File: src/rtl/up_down_counter_pkg.sv
`default_nettype none
// ============================================================================
// Module      : up_down_counter_pkg
// Description : Shared defaults and the count type for the up/down counter.
// Revision    : 1.0 - initial release
// ============================================================================
package up_down_counter_pkg;

    localparam int unsigned DEFAULT_WIDTH       = 4;
    localparam int unsigned DEFAULT_RESET_VALUE = 0;

    typedef logic [DEFAULT_WIDTH-1:0] count_t;

endpackage
`default_nettype wire

File: src/rtl/up_down_counter_if.sv
`default_nettype none
// ============================================================================
// Module      : up_down_counter_if
// Description : Control inputs and count output of the up/down counter.
// Revision    : 1.0 - initial release
// ============================================================================
interface up_down_counter_if
    import up_down_counter_pkg::*;
#(
    parameter int unsigned WIDTH = DEFAULT_WIDTH
);

    logic             enable;
    logic             set;
    logic [WIDTH-1:0] set_value;
    logic             up_down;
    logic [WIDTH-1:0] count;

    modport master (
        output enable,
        output set,
        output set_value,
        output up_down,
        input  count
    );

    modport slave (
        input  enable,
        input  set,
        input  set_value,
        input  up_down,
        output count
    );

endinterface
`default_nettype wire

File: src/rtl/up_down_counter_next.sv
`default_nettype none
// ============================================================================
// Module      : up_down_counter_next
// Description : Next-count logic: load, then count up/down, then hold.
// Revision    : 1.0 - initial release
// ============================================================================
module up_down_counter_next
    import up_down_counter_pkg::*;
#(
    parameter int unsigned WIDTH = DEFAULT_WIDTH
) (
    input  wire logic [WIDTH-1:0] count,
    input  wire logic             set,
    input  wire logic [WIDTH-1:0] set_value,
    input  wire logic             enable,
    input  wire logic             up_down,
    output logic      [WIDTH-1:0] next_count
);

    localparam logic [WIDTH-1:0] c_ONE = WIDTH'(1);

    // Addition and subtraction wrap silently at WIDTH bits.
    always_comb begin
        next_count = count;
        if (set) begin
            next_count = set_value;
        end else if (enable) begin
            if (up_down) begin
                next_count = count + c_ONE;
            end else begin
                next_count = count - c_ONE;
            end
        end
    end

endmodule
`default_nettype wire

File: src/rtl/up_down_counter.sv
`default_nettype none
// ============================================================================
// Module      : up_down_counter
// Description : Loadable wrapping up/down counter with asynchronous reset.
// Revision    : 1.0 - initial release
// ============================================================================
module up_down_counter
    import up_down_counter_pkg::*;
#(
    parameter int unsigned WIDTH       = DEFAULT_WIDTH,
    parameter int unsigned RESET_VALUE = DEFAULT_RESET_VALUE
) (
    input  wire logic         clk,
    input  wire logic         reset,
    up_down_counter_if.slave  bus
);

    localparam logic [WIDTH-1:0] c_RESET_COUNT = WIDTH'(RESET_VALUE);

    logic [WIDTH-1:0] r_count;
    logic [WIDTH-1:0] w_next_count;

    up_down_counter_next #(
        .WIDTH (WIDTH)
    ) u_next (
        .count      (r_count),
        .set        (bus.set),
        .set_value  (bus.set_value),
        .enable     (bus.enable),
        .up_down    (bus.up_down),
        .next_count (w_next_count)
    );

    always_ff @(posedge clk or negedge reset) begin
        if (!reset) begin
            r_count <= c_RESET_COUNT;
        end else begin
            r_count <= w_next_count;
        end
    end

    assign bus.count = r_count;

endmodule
`default_nettype wire

File: src/flat_wrapper.sv
// flat-port wrapper written by rule: the top's interface ports become plain ports
module up_down_counter_flat import up_down_counter_pkg::*;
#(
    parameter int unsigned WIDTH       = DEFAULT_WIDTH,
    parameter int unsigned RESET_VALUE = DEFAULT_RESET_VALUE
)
  (clk, reset, bus_enable, bus_set, bus_set_value, bus_up_down, bus_count);
  up_down_counter_if #(.WIDTH(WIDTH)) bus_i ();
  input  wire logic clk;
  input  wire logic reset;
  input wire logic [$bits(bus_i.enable)-1:0] bus_enable;
  input wire logic [$bits(bus_i.set)-1:0] bus_set;
  input wire logic [$bits(bus_i.set_value)-1:0] bus_set_value;
  input wire logic [$bits(bus_i.up_down)-1:0] bus_up_down;
  output wire logic [$bits(bus_i.count)-1:0] bus_count;
  assign bus_i.enable = bus_enable;
  assign bus_i.set = bus_set;
  assign bus_i.set_value = bus_set_value;
  assign bus_i.up_down = bus_up_down;
  assign bus_count = bus_i.count;
  up_down_counter #(.WIDTH(WIDTH), .RESET_VALUE(RESET_VALUE)) u_core (.clk(clk), .reset(reset), .bus(bus_i));
endmodule
File: config.mk
export PLATFORM = sky130hd
export DESIGN_NAME = up_down_counter_flat
export DESIGN_NICKNAME = d
export VERILOG_FILES = /design/src/rtl/up_down_counter_pkg.sv /design/src/rtl/up_down_counter_if.sv /design/src/rtl/up_down_counter_next.sv /design/src/rtl/up_down_counter.sv /design/src/flat_wrapper.sv
export SDC_FILE = /design/constraint.sdc
export NUM_CORES = 1
export LEC_CHECK = 0
export CORE_AREA = 2 2 39 41
export CTS_CLUSTER_SIZE = 40
export DETAILED_ROUTE_END_ITERATION = 6
export DIE_AREA = 0 0 41 43
export DONT_BUFFER_PORTS = 1
export SYNTH_ARGS = -nofsm -noshare
export SYNTH_HDL_FRONTEND = slang
export SYNTH_SLANG_ARGS = --single-unit
File: constraint.sdc
create_clock -name clk -period 1.5 [get_ports clk]
set_clock_uncertainty 0.05 [all_clocks]
set_input_delay 0 -clock clk [delete_from_list [all_inputs] [get_ports clk]]
set_output_delay 0 -clock clk [all_outputs]
set_load 0.05 [all_outputs]
* Yosys cells after proc, flatten, opt, wreduce, memory -nomap -nowiden
Index checks and enable logic that the tools add are counted.
Widths: inputs -> output; s select.
** Word-level totals
- Register bits after elaboration :: 4
- Input bits :: 9
- Output and inout bits :: 4
- Word-level logic and storage cells :: 7
** Cells by class
- Add/subtract/negate cells :: 2
- Multiplexer cells :: 3
- Reduce and logical (&&, ||, !) cells :: 1
** Operators with widths (number)
- $mux 4 :: 3
- $add 4x1->4 const B :: 1
- $sub 4x1->4 const B :: 1
- $reduce_bool 2->1 :: 1

* Depth between registers and ports, before layout
Gate-level depths: netlist of the first run.
- Depth in word-level cells :: 4
- Mapped depth :: 5
- Depth with buffers taken out :: 5

* Hierarchy
Synthesis of the first run repeated with hierarchy kept, for this count alone.
** Unflattened totals
- Cells, all modules :: 32
- Area total of the unflattened synthesis :: 311.5 um2
** By module, submodules not included
- up_down_counter_next :: instances 1, cells an instance 28, area each 211.5 um2, sequential area each 0.0 um2
- up_down_counter :: instances 1, cells an instance 4, area each 100.1 um2, sequential area each 100.1 um2

* Least setup slack after synthesis of the first run
OpenSTA, ideal clock, no wires.
- Path type :: flip-flop to flip-flop
- Start point :: register u_core.r_count[1], in the netlist u_core.bus.count[1]
- End point :: register u_core.r_count[3], in the netlist u_core.bus.count[3]
- Library setup time :: 0.070 ns
- Arrival :: 1.559 ns
- Required time :: 1.380 ns
- Setup slack :: -0.179 ns
- Stages on the path, launching flop included :: 5
- Buffers on the path :: 0
- Clock period less this slack :: 1.679 ns
- Path through :: dfrtp_1 ha_1 a21o_1 a221o_1 nand3_1
** On the way
- Longest elaborated chain between the ends :: 4
- Elaborated cells on any way between the ends :: 5
- Classes of those cells :: add/sub (2); mux (3)
** RTL lines
- from (decl) :: RTL line up_down_counter.sv:20 : logic [WIDTH-1:0] r_count;
- from (signal assigned) :: RTL line up_down_counter.sv:36 : r_count <= c_RESET_COUNT;
- from (signal assigned) :: RTL line up_down_counter.sv:38 : r_count <= w_next_count;
- $sub 4x1->4 or $add 4x1->4 (tied branches) :: RTL line up_down_counter_next.sv:31, up_down_counter_next.sv:29
- $mux 4 (*) :: RTL line up_down_counter_next.sv:28 : if (up_down) begin
- $mux 4 (*) :: RTL line up_down_counter_next.sv:27 : end else if (enable) begin
- $mux 4 (*) :: RTL line up_down_counter_next.sv:25 : if (set) begin
Mark *: on every way between the ends. The rest lies on a longest branch, timed or not. The select of a mux whose other input is x is not followed.
A chain may end at the register's enable or synchronous reset.

* Worst setup path in the final report of the first run
Same ends and word-level chain as after synthesis.

==> reports/results.tsv, run 1 <==
stage	metric	value	unit
yosys	synthesis-stage register bit count	4	
setup_path	Worst R2R Path Depth	4	
sta	min cycle time layout	1.40	ns
place	post-place setup slack	0.108	ns
clock_network	htree depth	1	
floorplanning	IO Count	13	
grt	GR Overflow Total	0	
finish	share of cells above drive strength 1	25.5	%
clock_network	postcts setup bufs	0	
drt	DRC errors left	0	
yosys	post-synth top area cell	dfrtp_1	
clock_network	post-cts resize count	0	
setup_path	CP endpoint	u_core.bus.count[3]	
setup_path	crit path DAT	1.52	ns
floorplanning	Initial Utilization	22.5	%
power	share of power burned in registers	28.0	%
sta	Fin Setup TNS	0	ns
sta	Least-Margin Pin Slew	0.318	ns
grt	initial antenna violation count	0	
power	Sw Ratio	38.5	%
yosys	syn nets	44	
grt	first-pass GRT wire length	1300	um
clock_network	CTS hold repair buffers	9	
clock_network	clk_lat worst skew	0.24	ns
power	peak supply drop	0.000467	V
yosys	synth top area cells	dfrtp_1, ha_1, fa_1	
setup_path	CP Max Fanout	4	
sta	Final Hold Vio Count	0	
floorplanning	Die X	41	um
drt	Wirelength per Cell	12.7	um
place	Buffers on Ports	0	
finish	utilization after layout	35.1	%
clock_network	clk sinks	4	
setup_path	setup slack, reg-to-reg	0.10	ns
finish	Largest register FFs	4	
finish	fillers	150	
setup_path	RR Startpoint	u_core.bus.count[1]	
setup_path	Critical Path End Type	flop	
yosys	Synth warnings	0	
floorplanning	Die Y	43	um
job	max cap viols	0	
sta	FMAX	716	MHz
worst_hold_path	Hold Path Class	input port to flop	
drt	First DRT Iteration DRCs	1	
finish	most frequent cells in the layout	dlygate4sd3_1, buf_4	
sta	final setup vio count	0	
drt	Routed Antenna Nets	0	
sta	final worst setup slack	0.103	ns
setup_path	CP Data Required Time	1.62	ns
finish	most common cell after layout, fill and taps aside	dlygate4sd3_1	
drt	total number of vias	289	
setup_path	Setup Crit Path Kind	flop to flop	
power	pwr/cell area	1070	mW/mm^2
setup_path	CP Launch Point	u_core.bus.count[1]	
yosys	register area share after synthesis	32.1	%
yosys	Synth Area per Inst	9.74	um^2
worst_hold_path	Worst Hold Depth	3	
run_status	status	completed	
grt	vias in the first global route	332	
finish	Area Growth Syn to Fin	55.8	%
power	PnR Total Power	519	uW
place	routability cong.	0.778	
yosys	synth unique cells	22	
power	Comb power frac	42.4	%
power	Leak	0.204	nW
sta	Tcrit/Tclk final	93.1	%
grt	Global Route Usage Sum	11.6	%
place	DP HPWL	537	um
yosys	synthesized area	312	um^2
power	switching power	200	uW
floorplanning	Rows	14	
power	Clk pwr share	29.6	%
yosys	Synth Instances	32	
floorplanning	Die ar.	0.00176	mm^2
sta	fin. max-slew vios	0	
clock_network	cts bufs inserted	3	
drt	drt first pass iters	2	
sta	Min Hold Slack	0.0337	ns
clock_network	clock-pin slew on the worst setup and hold paths	0.04	ns
drt	Vias/cell	4.59	
yosys	area fraction of the dominant cell type after synthesis	32.1	%
sta	Worst slew margin	78.7	%
grt	maximum number of pins on one net before global-route repair	11	
setup_path	reg2reg end	u_core.bus.count[3]	
clock_network	clk buf depth	2	
setup_path	Worst setup SP type	flop	
finish	Ant. Diodes	0	
finish	nets	60	
power	internal power	319	uW
drt	final wirelength	803	um
clock_network	CTS tree	yes	
clock_network	clock root buffer	clkbuf_4	
sta	unrepaired setup endpoints after global routing	no	
floorplanning	CORE AREA	0.00138	mm^2
power groups by stage:
stage	Combinational (mW)	Sequential, mW	Clock, mW
after global routing	0.239	0.148	0.170
after global placement	0.192	0.145	0
after detailed placement	0.195	0.146	0
after floorplan	0.0842	0.214	0
final	0.220	0.145	0.154
after CTS	0.223	0.145	0.158
cells in the mapped netlist (all sizes together):
cell type and number:
inv 1, o2bb2ai 1, mux2i 2, ha 2, nand3b 1, nor4bb 1
o21ai 3, nand3 2, or4b 1, buf 1, nor2 1, a22oi 1
nor3b 1, dfrtp 4, a221o 1, nand2 3, xor2 1, a21oi 1
clkbuf 1, xnor2 1, fa 1, a21o 1
cell families after synthesis:
group | count (synthesis) | synth area share [%]
compound gates | 8 | 17.3
mux | 2 | 6.43
simple gates | 10 | 19.3
xor+xnor | 2 | 5.62
buf+inv | 3 | 4.82
fa+ha+maj | 3 | 14.5
flops | 4 | 32.1
worst min-delay path by stage:
stage	from	endpoint
6_report	bus_up_down	u_core.bus.count[3]
3_5_place_dp	reset	u_core.bus.count[1]
4_1_cts	bus_up_down	u_core.bus.count[3]
5_1_grt	bus_up_down	u_core.bus.count[3]
2_1_floorplan	reset	u_core.bus.count[0]
3_3_place_gp	reset	u_core.bus.count[2]
metal layers:
metal  global-route usage [%]  vias to the layer above  part of all wire, %
li1                         -                      149                    -
met1                     10.9                      126                   36
met2                     19.1                       12                   54
met3                     3.14                        2                  7.5
met4                     10.0                        0                  2.1
met5                        0                        -                    0
worst max-delay path: stages, from the launching register on:
cell and delay (ns):
dfrtp_2 0.44, ha_4 0.25, a21o_1 0.17, a221o_1 0.33, nand3_1 0.08
stage by stage:
stage / std cells / cell area [um^2]
3_3_place_gp: 50 / 369
2_1_floorplan: 32 / 330
5_1_grt: 63 / 485
4_1_cts: 63 / 485
3_5_place_dp: 50 / 369
6_report: 63 / 485
area by class of cell:
class                           instances  area, um^2  area share, %
Multi-Input combinational cell         25         211           43.6
Timing Repair Buffer                   13         120           24.7
Sequential cell                         4         104           21.4
Clock buffer                            4        26.3           5.41
Tap cell                               16        20.0           4.12
Inverter                                1        3.75          0.773
Note: power is estimated with default switching activity, not from simulation.
==> run 2, diff against run 1 <==
==> constraint.sdc (replaced) <==
create_clock -name clk -period 1.24 [get_ports clk]
set_clock_uncertainty 0.05 [all_clocks]
set_input_delay 0 -clock clk [delete_from_list [all_inputs] [get_ports clk]]
set_output_delay 0 -clock clk [all_outputs]
set_load 0.05 [all_outputs]
==> run 2 against run 1 <==
Effect of this change:
- via count is 2.4% lower
- combinational power rose by 19%
- highest routed layer unchanged
- critical endpoint unchanged
- critical path depth down 1
- the run now ends with negative hold slack, negative setup slack left
- hold slack worse by 0.23 ns
==> reports/results.tsv, run 2 (synthesized netlist as in run 1, its figures left out) <==
stage	metric	value	unit	change
finish	most frequent cells in the layout	buf_4, dfrtp_2, nand2_1, clkbuf_4		
floorplanning	Die ar.	0.00176	mm^2	unchanged
run_status	status	finished, violations left		
finish	share of cells above drive strength 1	37.5	%	+12 points
finish	Area Growth Syn to Fin	39.0	%	
clock_network	htree depth	1		unchanged
floorplanning	Rows	14		unchanged
setup_path	Setup Crit Path Kind	flop to flop		
setup_path	Worst R2R Path Depth	3		-1
worst_hold_path	Worst Hold Depth	1		-2
power	pwr/cell area	1380	mW/mm^2	+29%
clock_network	clk_lat worst skew	0.24	ns	about the same
clock_network	clock root buffer	clkbuf_4		
setup_path	RR Startpoint	u_core.bus.count[3]		
drt	drt first pass iters	2		unchanged
sta	fin. max-slew vios	0		unchanged
drt	final wirelength	675	um	-16%
sta	Least-Margin Pin Slew	0.243	ns	-0.0757 ns
grt	initial antenna violation count	0		unchanged
sta	Worst slew margin	83.8	%	+5.1 points
worst_hold_path	worst hold endpoint	u_core.bus.count[1]		
place	Buffers on Ports	0		unchanged
clock_network	cts bufs inserted	3		unchanged
setup_path	reg2reg end	u_core.bus.count[3]		
setup_path	Worst setup SP type	flop		
drt	Routed Antenna Nets	0		unchanged
power	Leak	0.178	nW	-13%
power	peak supply drop	0.000638	V	+37%
finish	nets	54		-10%
sta	Tcrit/Tclk final	109	%	+16 points
floorplanning	Initial Utilization	22.5	%	unchanged
floorplanning	CORE AREA	0.00138	mm^2	unchanged
drt	DRC errors left	0		unchanged
setup_path	max incr delay on CP	0.46	ns	+0.02 ns
setup_path	crit path DAT	1.46	ns	-0.06 ns
power	PnR Total Power	598	uW	+15%
setup_path	Critical Path End Type	flop		
grt	first-pass GRT wire length	1150	um	-12%
drt	First DRT Iteration DRCs	2		+1
floorplanning	IO Count	13		unchanged
finish	post-route insts no fill	56		-11%
drt	total number of vias	282		-2.4%
place	DP HPWL	548	um	+2.1%
sta	final worst setup slack	-0.107	ns	-0.210 ns
clock_network	clk buf depth	2		unchanged
setup_path	CP Max Fanout	2		-2
floorplanning	Die X	41	um	unchanged
sta	min cycle time layout	1.35	ns	-0.0497 ns
grt	GR Overflow Total	0		unchanged
sta	final setup vio count	3		+3
run_status	failing checks	negative hold slack, negative setup slack		
setup_path	CP Cell Sequence	or4b_1 > a221o_1 > nand3_1		
sta	FMAX	742	MHz	+3.7%
grt	vias in the first global route	292		-12%
finish	Ant. Diodes	0		unchanged
place	routability cong.	0.732		-5.9%
sta	Final Hold Vio Count	4		+4
floorplanning	Die Y	43	um	unchanged
job	max cap viols	0		unchanged
drt	Wirelength per Cell	12.1	um	-5.4%
clock_network	clk sinks	4		unchanged
clock_network	CTS hold repair buffers	2		-7
finish	Largest register FFs	4		unchanged
setup_path	critical path's slowest cell	or4b_1		
grt	maximum number of pins on one net before global-route repair	13		+2
setup_path	setup slack, reg-to-reg	-0.11	ns	-0.21 ns
setup_path	CP Data Required Time	1.35	ns	-0.27 ns
sta	unrepaired setup endpoints after global routing	yes		
sta	Min Hold Slack	-0.198	ns	-0.232 ns
finish	most common cell after layout, fill and taps aside	buf_4		
worst_hold_path	hold path startpoint	bus_set		
grt	Global Route Usage Sum	9.80	%	-1.8 points
clock_network	CTS tree	yes		
place	post-place setup slack	-0.104	ns	-0.212 ns
worst_hold_path	Hold Path Class	input port to flop		
drt	Vias/cell	5.04		+9.8%
place	Post-Place Cells	51		+2.0%
clock_network	clock-pin slew on the worst setup and hold paths	0.03	ns	about the same
clock_network	postcts setup bufs	0		unchanged
run 2: cell count changes in the layout (fill, tap and decap cells not counted), sizes merged:
cell,delta
dlygate4sd3,-7
clkbuf,-1
buf,+1
run 2: worst max-delay path: cells and delay by family (launching register included):
| kind | cells | cell delay (ns) |
|---|---|---|
| AND/OR/NAND/NOR | 2 | 0.54 |
| flip-flops | 1 | 0.39 |
| AO/OA/AOI/OAI | 1 | 0.30 |
run 2: worst max path at each step:
stage	cells past startpoint	to	start	slack, ns
finish	3	u_core.bus.count[3]	u_core.bus.count[3]	-0.11
CTS	3	u_core.bus.count[3]	u_core.bus.count[3]	-0.11
floorplan	3	u_core.bus.count[3]	u_core.bus.count[3]	-0.24
global route	3	u_core.bus.count[3]	u_core.bus.count[3]	-0.15
global placement	4	u_core.bus.count[2]	u_core.bus.count[1]	-0.09
detailed placement	3	u_core.bus.count[3]	u_core.bus.count[3]	-0.10
run 2: final cells by class:
class / instances / area, um^2
repair buffers: 7 / 57.6
well taps: 16 / 20.0
clock buffers: 3 / 22.5
multi-input cells: 25 / 224
fillers: 135 / 951
flip-flops and latches: 4 / 105
inverters: 1 / 3.75
run 2: metrics by stage:
step	setup TNS, ns	hold WS [ns]	instance area (um^2)	utilization (%)
after global routing	-0.330	-0.208	433	31.3
after detailed placement	-0.251	-0.345	378	27.3
after floorplan	-0.610	-0.346	332	-
final	-0.172	-0.198	433	31.3
after global placement	-0.222	-0.345	378	27.3
after CTS	-0.200	-0.202	420	30.4
run 2: what timing repair did:
item,in CTS,in global routing
gates resized for setup,2,1
endpoints found under the hold margin,8,4
pin swaps,1,0
gates cloned,0,0
setup endpoints to repair,3,3
run 2: metal layers:
layer  track usage [%]  part of all wire, %  routed length, um  up-vias
met5                 0                    0                  0        -
met4              9.33                  3.7                 25        0
met3              2.62                  6.5                 44        3
met2              14.4                   52                349       12
met1              10.5                   38                255      134
li1                  -                    -                  -      133
run 2: power breakdown:
group / switching, mW / internal [mW]
combinational: 0.151 / 0.111
clock: 0.0509 / 0.108
sequential: 0.0210 / 0.156
